--- config.mk ---
export PLATFORM = sky130hd
export DESIGN_NAME = pwm_capture
export DESIGN_NICKNAME = d
export VERILOG_FILES = /design/src/rtl/pwm_pkg.sv /design/src/rtl/pwm_sync_edge.sv /design/src/rtl/pwm_capture.sv
export SDC_FILE = /design/constraint.sdc
export NUM_CORES = 1
export LEC_CHECK = 0
export CAP_MARGIN = 20
export CORE_MARGIN = 8
export CORE_UTILIZATION = 25
export CTS_CLUSTER_DIAMETER = 30
export CTS_CLUSTER_SIZE = 30
export DETAILED_ROUTE_END_ITERATION = 8
export HOLD_SLACK_MARGIN = 0.05
export PLACE_DENSITY = 0.39
export REMOVE_ABC_BUFFERS = 1
export SLEW_MARGIN = 30
export SYNTH_ARGS = -nofsm -noshare
export SYNTH_HDL_FRONTEND = slang
export SYNTH_HIERARCHICAL = 1
export SYNTH_SLANG_ARGS = --single-unit
--- constraint.sdc ---
create_clock -name clk -period 4.9 [get_ports clk]
set_input_delay 0.98 -clock clk [delete_from_list [all_inputs] [get_ports clk]]
set_output_delay 0.98 -clock clk [all_outputs]
set_load 0.02 [all_outputs]
--- src/rtl/pwm_pkg.sv ---
// Shared definitions for the PWM generator / capture pair, so both ends agree
// on counter width, nominal period and duty step.
package pwm_pkg;

    localparam int PWM_CNT_W     = 16;
    localparam int PWM_PERIOD    = 50;
    localparam int PWM_DUTY_STEP = 5;
    localparam int PWM_TIMEOUT   = 1000;

    typedef enum logic [1:0] {
        ST_IDLE     = 2'd0,
        ST_ARMED_HI = 2'd1,
        ST_HIGH     = 2'd2,
        ST_LOW      = 2'd3
    } pwm_state_e;

    // Nominal high time for duty step idx of a generator sweep.
    function automatic int unsigned duty_ton(input int unsigned idx);
        return idx * PWM_DUTY_STEP;
    endfunction

endpackage

--- src/rtl/pwm_sync_edge.sv ---
// Multi-flop synchronizer for an asynchronous input plus rise/fall detect
// on the synchronized level.
module pwm_sync_edge #(
    parameter int STAGES = 2
) (
    input  logic clk,
    input  logic rst,
    input  logic d_in,
    output logic s,
    output logic rise,
    output logic fall
);

    logic [STAGES-1:0] sync_q;
    logic [STAGES-1:0] sync_d;
    logic              p_q;
    logic              p_d;

    always_comb begin
        sync_d = {sync_q[STAGES-2:0], d_in};
        p_d    = sync_q[STAGES-1];
    end

    always_ff @(posedge clk or posedge rst) begin
        if (rst) begin
            sync_q <= '0;
            p_q    <= 1'b0;
        end else begin
            sync_q <= sync_d;
            p_q    <= p_d;
        end
    end

    assign s    = sync_q[STAGES-1];
    assign rise = s & ~p_q;
    assign fall = ~s & p_q;

endmodule

--- src/rtl/pwm_capture.sv ---
// Measures high time and rising-to-rising period of an incoming PWM waveform
// and flags a stalled line.
//
// state     | meaning
// ----------+-------------------------------------------------------------
// IDLE      | no live measurement; waiting for the first rise
// ARMED_HI  | first high phase after IDLE; no complete cycle yet
// HIGH      | high phase of a cycle whose predecessor was published
// LOW       | low phase; next rise closes the cycle and publishes
module pwm_capture
    import pwm_pkg::*;
#(
    parameter int          CNT_W       = PWM_CNT_W,
    parameter int          SYNC_STAGES = 2,
    parameter int unsigned TIMEOUT     = PWM_TIMEOUT
) (
    input  logic             clk,
    input  logic             rst,
    input  logic             pwm_in,
    output logic [CNT_W-1:0] ton,
    output logic [CNT_W-1:0] period,
    output logic             valid,
    output logic             no_signal,
    output logic             level
);

    localparam logic [CNT_W-1:0] CNT_MAX = CNT_W'(TIMEOUT);
    localparam logic [CNT_W-1:0] CNT_ONE = CNT_W'(1);

    pwm_state_e       state_q;
    pwm_state_e       state_d;
    logic [CNT_W-1:0] cnt_q;
    logic [CNT_W-1:0] cnt_d;
    logic [CNT_W-1:0] hi_cnt_q;
    logic [CNT_W-1:0] hi_cnt_d;
    logic [CNT_W-1:0] ton_q;
    logic [CNT_W-1:0] ton_d;
    logic [CNT_W-1:0] period_q;
    logic [CNT_W-1:0] period_d;
    logic             valid_q;
    logic             valid_d;
    logic             no_signal_q;
    logic             no_signal_d;
    logic             level_q;
    logic             level_d;

    logic s;
    logic rise;
    logic fall;
    logic at_limit;
    logic timeout;
    logic publish;
    logic capture_hi;

    pwm_sync_edge #(
        .STAGES(SYNC_STAGES)
    ) u_sync (
        .clk (clk),
        .rst (rst),
        .d_in(pwm_in),
        .s   (s),
        .rise(rise),
        .fall(fall)
    );

    // Saturating at TIMEOUT keeps long gaps from wrapping into a bogus period.
    assign at_limit = (cnt_q == CNT_MAX);

    always_comb begin
        cnt_d = cnt_q;
        if (rise) begin
            cnt_d = CNT_ONE;
        end else if (!at_limit) begin
            cnt_d = cnt_q + CNT_ONE;
        end
    end

    // An edge arriving on the cycle the limit is reached takes precedence.
    assign timeout    = (state_q != ST_IDLE) && at_limit && !rise && !fall;
    assign publish    = (state_q == ST_LOW) && rise;
    assign capture_hi = ((state_q == ST_ARMED_HI) || (state_q == ST_HIGH)) && fall;

    always_ff @(posedge clk or posedge rst) begin
        if (rst) begin
            state_q <= ST_IDLE;
        end else begin
            state_q <= state_d;
        end
    end

    always_comb begin
        state_d = state_q;
        case (state_q)
            ST_IDLE: begin
                if (rise) state_d = ST_ARMED_HI;
            end
            ST_ARMED_HI, ST_HIGH: begin
                if (fall)         state_d = ST_LOW;
                else if (timeout) state_d = ST_IDLE;
            end
            ST_LOW: begin
                if (rise)         state_d = ST_HIGH;
                else if (timeout) state_d = ST_IDLE;
            end
            default: state_d = ST_IDLE;
        endcase
    end

    always_comb begin
        hi_cnt_d    = hi_cnt_q;
        ton_d       = ton_q;
        period_d    = period_q;
        valid_d     = 1'b0;
        no_signal_d = no_signal_q;
        level_d     = s;
        if (capture_hi) begin
            hi_cnt_d = cnt_q;
        end
        if (publish) begin
            ton_d       = hi_cnt_q;
            period_d    = cnt_q;
            valid_d     = 1'b1;
            no_signal_d = 1'b0;
        end
        if (timeout) begin
            no_signal_d = 1'b1;
        end
    end

    always_ff @(posedge clk or posedge rst) begin
        if (rst) begin
            cnt_q       <= '0;
            hi_cnt_q    <= '0;
            ton_q       <= '0;
            period_q    <= '0;
            valid_q     <= 1'b0;
            no_signal_q <= 1'b1;
            level_q     <= 1'b0;
        end else begin
            cnt_q       <= cnt_d;
            hi_cnt_q    <= hi_cnt_d;
            ton_q       <= ton_d;
            period_q    <= period_d;
            valid_q     <= valid_d;
            no_signal_q <= no_signal_d;
            level_q     <= level_d;
        end
    end

    assign ton       = ton_q;
    assign period    = period_q;
    assign valid     = valid_q;
    assign no_signal = no_signal_q;
    assign level     = level_q;

endmodule

==> Word-level counts from Yosys, hierarchy flattened <==
Cells that the tools add are included.
{ "word_totals": {"word_cells": 42, "regBits": 71} }
{ "op_classes": {"n_addsub": 1, "bitwise": 4, "mux": 10, "eq_ne": 6, "n_reduce_logical": 12} }
{ "ops": {"columns": ["cell", "n"], "rows": [
  ["$mux 16", 2],
  ["$add 16x1->16 const B", 1],
  ["$eq 16x10->1 const B", 1],
  ["$mux 2", 4],
  ["$pmux 2 s3", 1],
  ["$logic_and 1x1->1", 5],
  ["$eq 2x2->1 const B", 2],
  ["$ne 2x2->1 const B", 2],
  ["$reduce_bool 2->1", 2],
  ["$mux 1", 3],
  ["$and 1x1->1", 2],
  ["$eq 2x1->1 const B", 1],
  ["$logic_not 1->1", 2],
  ["$logic_not 2->1", 1],
  ["$not 1->1", 2],
  ["$reduce_or 2->1", 1],
  ["$logic_or 1x1->1", 1]
]} }

==> Logic depth before layout (Yosys ltp) <==
{ "logic_depth": {"word_depth": 8, "ltp_mapped": 7} }

==> Hierarchy <==
The synthesis kept the hierarchy.
{ "modules_own_cells": {"columns": ["module", "cells_per_inst", "area_each_um2", "instances"], "rows": [
  ["pwm_capture", 227, 2884.0, 1],
  ["pwm_sync_edge", 6, 93.8, 1]
]} }

==> Worst setup path before layout <==
No wires, ideal clock.
{ "synth_timing": {"kind": "reg-to-output", "startpoint": "register no_signal_q (netlist: no_signal)", "endpoint": "output no_signal", "n_path_buf": 0, "path_slack_ps": 3357, "t_arrival_ps": 563, "path_stages_with_launch": 1, "cell_sequence": "dfstp_2"} }
{ "synth_rtl": {"columns": ["element", "line", "source"], "rows": [
  ["start, declared", "pwm_capture.sv:42", "logic no_signal_q;"],
  ["start signal, assigned", "pwm_capture.sv:145", "no_signal_q <= no_signal_d;"],
  ["end, declared", "pwm_capture.sv:23", "output logic no_signal,"]
]} }
No word-level cell between the ends.

==> Worst setup path after layout <==
{ "layout_timing": {"startpoint": "register no_signal_q (netlist: no_signal)", "endpoint": "output no_signal"} }
No word-level cell between the ends.

==> results.cfg <==
[outcome]
status = finished, final reports clean

[synth]
synth-seq-cells = 72
seq_area_frac_synth_pct = 60.5
synthTopCellsByArea = dfrtp_1 (60%), mux2_2 (14%), xnor2_1 (2.4%), nand2_1 (2.3%), o21ai_0 (2.0%)
ys_types = 39
synthArstFlopShare_pct = 100
synthDominantCellAreaShare_pct = 59.7
synth_cells = 233
syn_area_per_cell_um2 = 12.8
synth_commonest_cells = dfrtp_1 (71), mux2_2 (38), nand2_1 (18)
yosys_warnings = 6
synth_edf_count = 0
ys.flop_type = dfrtp_1
synth_area_um2 = 2980
synth.most_common_cell = dfrtp_1
synth_top_area_cell = dfrtp_1

[routing]
vias = 1825
drtIter0Drc = 68
wirelength_um = 6080
dr.pass1.iters = 4
route.detailed.drc = 0
ant_nets = 0
vias_per_cell = 4.27
wl_per_cell_um = 14.2

[clock_network]
clock_latency_ns = 0.33
cts_tree = built
htreeDepth = 3
clk_pin_slew_ns = 0.06
cts_made_buffers = 9
ctsHoldBuffers = 0
post_cts.resized_instances = 0
numClockSinks = 72
clockBufferDepth = 2
cts_root_buf = clkbuf_16
postCtsSetupRepairBufs = 0

[timing]
max_freq_mhz = 410
min_period_ns = 2.44
setup_viol_count_final = 0
finalClockSkew_ns = 0.00690
hold_viol_final = 0
final_max_slew_viol_count = 0
period_share_pct = 49.8
fin_tns_setup_ns = 0
slew_headroom_pct = 41.1
tightest_slew_ns = 0.881
rsz0062_at_grt = no

[worst_setup_path]
arrival_ns = 1.46
r2r_slack_ns = 2.65
cp.depth = 1
cp.required_ns = 3.92
crit_buf_inv = 1
cp_slowest_cell = clkdlybuf4s50_1
cp_top_family = buffers and inverters
worstSetupStartpointType = flop
critPathKind = reg2out
cp_cell_sequence = clkdlybuf4s50_1
critPathCaptureType = output port
ff2ff_path_depth = 5
slowest_delay_ns = 0.60
setup.worst_path.end = no_signal
crit_fanout = 2
r2r-start = u_sync/sync_q[1]$_DFF_PP0_
critPathLaunch = no_signal$_DFFE_PP1P_
rr_endpoint = ton[0]$_DFFE_PP0P_

[floorplan]
initial_core_util_pct = 25.2
dieWidth_um = 125
dieArea_um2 = 15700
die_y_um = 125
top_level_ports = 38
fp-row-count = 40
coreArea_um2 = 11800

[place]
routabilityCongestion = 0.682
io_buffers = 37
dp_cells = 411
dpl.hpwl_um = 3980

[global_routing]
antenna_found_initial = 0
grt_pass1_vias = 1945
grt_start_max_net_pins = 45
grt_usage_pct = 8.43
overflow = 0
grt_first_pass_wirelength_um = 10400

[final_layout]
area_growth_pct = 30.0
nFillCells = 1224
fin_util_pct = 32.8
final_cells = 427
nets = 282
insertedDiodeCount = 0
final_layout_size_suffix_gt1_share_pct = 25.7

[pwr]
total_power_w = 0.00180
p_leak_nw = 1.77
powerDensity_nw_per_um2 = 464
ir_drop_mv = 0.187

[worst_hold_path]
hp-class = reg2reg

[flow_run]
cap_violations = 0
==> final cells by class <==
| cell class | count | area (um2) | area share (%) |
|---|---|---|---|
| timing repair buffer | 40 | 393 | 10.1 |
| multi-input combinational | 140 | 1090 | 28.2 |
| sequential | 72 | 1800 | 46.6 |
| tap | 147 | 184 | 4.75 |
| inverter | 12 | 45.0 | 1.16 |
| clock inverter | 5 | 103 | 2.65 |
| clock buffer | 11 | 253 | 6.53 |
==> state kept, by name, indices dropped and copies added, names as in the netlist <==
| name | count |
|---|---|
| cnt_q | 16 |
| hi_cnt_q | 16 |
| period | 16 |
| ton | 16 |
| state_q | 2 |
| u_sync/sync_q | 2 |
| level | 1 |
| no_signal | 1 |
| u_sync/p_q | 1 |
| valid | 1 |
==> cells in the final DEF, fill, tap and decap left out, drive strengths merged, types with 2 or more instances in the layout <==
master	count
a21oi	7
buf	3
bufinv	3
clkbuf	11
clkdlybuf4s50	37
dfrtp	71
ha	4
inv	12
mux2	39
nand2	18
nand3	6
nand4	2
nor2	15
nor2b	2
nor3	6
nor4	3
nor4b	2
o21ai	13
or3	2
xnor2	8
xor2	2
==> layer usage <==
metal  up-vias  GRT usage [%]  wire [um]
met4         0           3.87        106
met1       899           10.3       2930
met3        11           3.44        306
li1        884              -          -
met2        31           12.7       2730
met5         -              0          0
==> cell families (layout without fill, tap and decap cells) <==
kind of cell             count (synthesis)  after routing  share of synthesized area, %
flip-flops                              72             72                          60.5
AO/OA/AOI/OAI                           25             25                          4.71
XOR/XNOR                                10             10                          2.94
AND/OR/NAND/NOR                         61             61                          12.1
buffers and inverters                   21             68                          2.82
multiplexers                            40             40                          15.2
adder cells (fa/ha/maj)                  4              4                          1.68
==> worst min-delay path by stage <==
stage | start | to | slack [ns] | cells past startpoint
3_5_place_dp | u_sync/sync_q[0]$_DFF_PP0_ | u_sync/sync_q[1]$_DFF_PP0_ | 0.34 | 0
2_1_floorplan | u_sync/sync_q[0]$_DFF_PP0_ | u_sync/sync_q[1]$_DFF_PP0_ | 0.33 | 0
3_3_place_gp | u_sync/sync_q[0]$_DFF_PP0_ | u_sync/sync_q[1]$_DFF_PP0_ | 0.34 | 0
6_report | u_sync/sync_q[0]$_DFF_PP0_ | u_sync/sync_q[1]$_DFF_PP0_ | 0.35 | 0
5_1_grt | u_sync/sync_q[0]$_DFF_PP0_ | u_sync/sync_q[1]$_DFF_PP0_ | 0.36 | 0
4_1_cts | u_sync/sync_q[0]$_DFF_PP0_ | u_sync/sync_q[1]$_DFF_PP0_ | 0.36 | 0
==> where the power goes <==
group | internal, W | total (W) | switching, W | leakage, nW
Sequential | 0.000663 | 0.000720 | 0.0000566 | 0.971
Combinational | 0.000142 | 0.000306 | 0.000164 | 0.623
Clock | 0.000524 | 0.000772 | 0.000248 | 0.172
==> per-stage QoR <==
step	hold slack (ns)	worst slack, ns	instance area, um2
final	0.353	2.46	3870
after global routing	0.356	2.41	3870
after CTS	0.356	2.44	3870
after detailed placement	0.339	2.39	3520
after global placement	0.338	2.39	3520
after floorplan	0.331	2.18	2940
Note: power is estimated with default switching activity, not from simulation.
==> RTL edit 1 (config.mk and constraints unchanged) <==
Reset style: synchronous (`rst`), changed in 3 clocked blocks. Comments in the files are not updated.
--- a/src/rtl/pwm_sync_edge.sv
+++ b/src/rtl/pwm_sync_edge.sv
@@ -21,7 +21,7 @@
         p_d    = sync_q[STAGES-1];
     end
 
-    always_ff @(posedge clk or posedge rst) begin
+    always_ff @(posedge clk) begin
         if (rst) begin
             sync_q <= '0;
             p_q    <= 1'b0;
--- a/src/rtl/pwm_capture.sv
+++ b/src/rtl/pwm_capture.sv
@@ -80,7 +80,7 @@
     assign publish    = (state_q == ST_LOW) && rise;
     assign capture_hi = ((state_q == ST_ARMED_HI) || (state_q == ST_HIGH)) && fall;
 
-    always_ff @(posedge clk or posedge rst) begin
+    always_ff @(posedge clk) begin
         if (rst) begin
             state_q <= ST_IDLE;
         end else begin
@@ -127,7 +127,7 @@
         end
     end
 
-    always_ff @(posedge clk or posedge rst) begin
+    always_ff @(posedge clk) begin
         if (rst) begin
             cnt_q       <= '0;
             hi_cnt_q    <= '0;
Function: differs if rst is asserted again (counterexample within 4 cycles, from zero or initial values and one cycle with rst high); with rst held inactive, the same outputs for 10 cycles.
==> RTL edit 1 against the unedited design <==
Global-route usage grew 0.71 points. Sequential cell count is the same. Routed wire length grew 6.7%. Final area shrank 11%. Setup slack gained 0.14 ns. Synthesized area shrank 6.7%. Largest cell class unchanged.
Power is not compared: it rests on default switching activity, and its combinational part moved more than twofold at a synthesized area within 25%.
==> RTL edit 1: results <==
{
  "status": "completed",
  "path_max_fanout": 32,
  "min_from": "u_sync/sync_q[0]$_SDFF_PP0_",
  "design_area_um2": 3438,
  "dp_cells": 495,
  "fin_skew_ns": 0.007885,
  "crit_arrival_ns": 2.54,
  "fin_nets": 373,
  "synth.mux.area_fraction": 0.007204,
  "multi_input_area_um2": 1224,
  "via_per_inst": 4.442,
  "cts_root_buf": "clkbuf_8",
  "crit_path_start": "rst",
  "drive_above_1_share": 0.06739,
  "n_all_inverters": 5,
  "wl_met1_um": 3143,
  "synthTopCellsByArea": "dfxtp_1 52%, nand2_1 15%, a21oi_1 9.7%, clkbuf_1 2.3%, nor2_1 1.9%",
  "grt_max_degree": 33,
  "wl_um": 6489,
  "synth_largest_type_area_fraction": 0.5187,
  "synth_common_cells": "108 x nand2_1, 72 x dfxtp_1, 54 x a21oi_1, 17 x clkbuf_1, 14 x nor2_1",
  "fillers": 1192,
  "grt_pass1_wl_um": 10700,
  "grt_use_met3": 0.02606,
  "buffers_excl_clock": 39,
  "yosys.area_share.xor_xnor": 0.02521,
  "sh_seq_area": 0.4192,
  "final-nonclk-buf-share": 0.1106,
  "clkbuf_count": 13,
  "core_region_area_um2": 10840,
  "multi_input_cells": 239,
  "synth_fa_ha_area_frac": 0.01801,
  "grt_usage": 0.09142,
  "wl_met2_um": 2911,
  "reg2reg_from": "u_sync/sync_q[1]$_SDFF_PP0_",
  "grt_pass1_vias": 2150,
  "use_met2": 0.1426,
  "dr_wl_met3_um": 280,
  "synth_cells": 337,
  "synth-seq-area-share": 0.5187,
  "placed_cell_area_um2": 3239
}
[RTL edit 1: changes by cell type after synthesis, moves of 5 or more]
cell      unedited run  this run
a21oi_1              7        54
clkbuf_1             5        17
dfrtp_1             71         0
dfxtp_1              0        72
inv_1               12         5
mux2_2              38         0
nand2_1             18       108
nor2b_1              2         7
o21ai_0             12         5
xnor2_1              8         3
[RTL edit 1: path summary, 6_finish.rpt]
path                                  to  slack [ns]  cells after the start
min reg2reg  u_sync/sync_q[1]$_SDFF_PP0_        0.45                      1
max               cnt_q[14]$_SDFFE_PP0P_        2.60                      4
min          u_sync/sync_q[1]$_SDFF_PP0_        0.45                      1
max reg2reg       no_signal$_SDFFE_PP1P_        2.72                      4
[RTL edit 1: critical path, cell delays in order]
cell and delay, ns:
buf_2 0.45, or2_0 0.73, nor2_1 0.08, a31o_2 0.27
==> RTL edit 2 (same flow settings) <==
Without the edit above. Set the package constant `PWM_CNT_W` to 14 (it was 16).
--- a/src/rtl/pwm_pkg.sv
+++ b/src/rtl/pwm_pkg.sv
@@ -2,7 +2,7 @@
 // on counter width, nominal period and duty step.
 package pwm_pkg;
 
-    localparam int PWM_CNT_W     = 16;
+    localparam int PWM_CNT_W     = 14;
     localparam int PWM_PERIOD    = 50;
     localparam int PWM_DUTY_STEP = 5;
     localparam int PWM_TIMEOUT   = 1000;
Interface: changed (resized period and ton); port bits go from 38 to 34. No check against the original RTL was run, so the function may have changed too.
==> RTL edit 2 against the unedited design <==
Synthesized area fell by 9.9%. Utilization fell by 1.2 points. Critical path depth did not move. Via count fell by 5.8%. Total power fell by 21%. Final area fell by 13%. Setup slack got worse by 0.011 ns. Combinational power rose by 3%. Clock power fell by 42%. Sequential cell count fell by 8. Routed wire length fell by 7.4%.
==> RTL edit 2: results <==
{
  "switchingPower_mw": 0.4373,
  "cts_root_buf": "clkbuf_8",
  "worstReg2RegEnd": "period[2]$_DFFE_PP0P_",
  "grt_use_met3": 0.03429,
  "grt_pass1_vias": 1858,
  "fin_nets": 260,
  "dr.first_iter.drc_count": 60,
  "dp_hpwl_um": 3769,
  "placed_cell_area_um2": 3168,
  "grt_pass1_wl_um": 9749,
  "regToRegSetupSlack_ns": 2.78,
  "powerSeq_mw": 0.653,
  "synth-seq-area-share": 0.5975,
  "status": "completed",
  "fillers": 1133,
  "fin_skew_ns": 0.01099,
  "synth_cells": 214,
  "final-nonclk-buf-share": 0.1049,
  "r2r_cells": 5,
  "p_clk_frac": 0.316,
  "buffers_excl_clock": 36,
  "gp_congestion": 0.6867,
  "synth_common_cells": "63 x dfrtp_1, 35 x mux2_2, 20 x nand2_1, 13 x o21ai_0, 11 x inv_1",
  "clkCellAreaFrac": 0.05839,
  "sh_seq_area": 0.4764,
  "pwr.group.clock_mw": 0.448,
  "fin_cells": 398,
  "dp_cells": 382,
  "grt_max_degree": 46,
  "post-place-ws_ns": 2.708,
  "use_met2": 0.1240,
  "flops_and_latches": 64,
  "synthTopCellsByArea": "dfrtp_1 59%, mux2_2 15%, nand2_1 2.8%, o21ai_0 2.4%, ha_1 1.9%",
  "n_all_inverters": 11,
  "numPortBuffers": 33,
  "drive_above_1_share": 0.2403,
  "relSlewSlack": 0.4631,
  "wire_per_inst_um": 14.14,
  "final_core_util": 0.3159,
  "multi_input_area_um2": 993.5,
  "max-vdd-ir-drop_v": 0.0002465,
  "p_leak_nw": 1.521,
  "via_per_inst": 4.322,
  "multi_input_cells": 131,
  "grt_usage": 0.08557,
  "yosys.cell_types.count": 34
}
[RTL edit 2: cell count changes in the layout (fill, tap and decap cells not counted), sizes merged, moves of 3 or more]
cell	delta
nor3	-5
mux2	-4
nor2	-5
clkinv	+3
dfrtp	-8
clkdlybuf4s50	-4
xnor2	-8
[RTL edit 2: layer usage]
metal | part of all wire | vias to the layer above
met2 | 0.44 | 33
met4 | 0.015 | 0
met5 | 0 | -
met3 | 0.057 | 6
li1 | - | 834
met1 | 0.49 | 847
[RTL edit 2: kinds of logic (layout without fill, tap and decap cells)]
group                    count (synthesis)  count (layout)  share of synthesized area
multiplexers                            37              37                     0.1544
adder cells (fa/ha/maj)                  4               4                    0.01866
buffers and inverters                   19              63                    0.03218
AO/OA/AOI/OAI                           30              30                    0.06577
flip-flops                              64              64                     0.5975
XOR/XNOR                                 2               2                   0.006531
AND/OR/NAND/NOR                         58              58                     0.1250
[RTL edit 2: worst min-delay path by stage]
stage / startpoint / end / slack, ns
2_1_floorplan: u_sync/sync_q[0]$_DFF_PP0_ / u_sync/sync_q[1]$_DFF_PP0_ / 0.33
3_3_place_gp: u_sync/sync_q[0]$_DFF_PP0_ / u_sync/sync_q[1]$_DFF_PP0_ / 0.33
3_5_place_dp: u_sync/sync_q[0]$_DFF_PP0_ / u_sync/sync_q[1]$_DFF_PP0_ / 0.34
4_1_cts: u_sync/sync_q[0]$_DFF_PP0_ / u_sync/sync_q[1]$_DFF_PP0_ / 0.35
5_1_grt: u_sync/sync_q[0]$_DFF_PP0_ / u_sync/sync_q[1]$_DFF_PP0_ / 0.36
6_report: u_sync/sync_q[0]$_DFF_PP0_ / u_sync/sync_q[1]$_DFF_PP0_ / 0.35
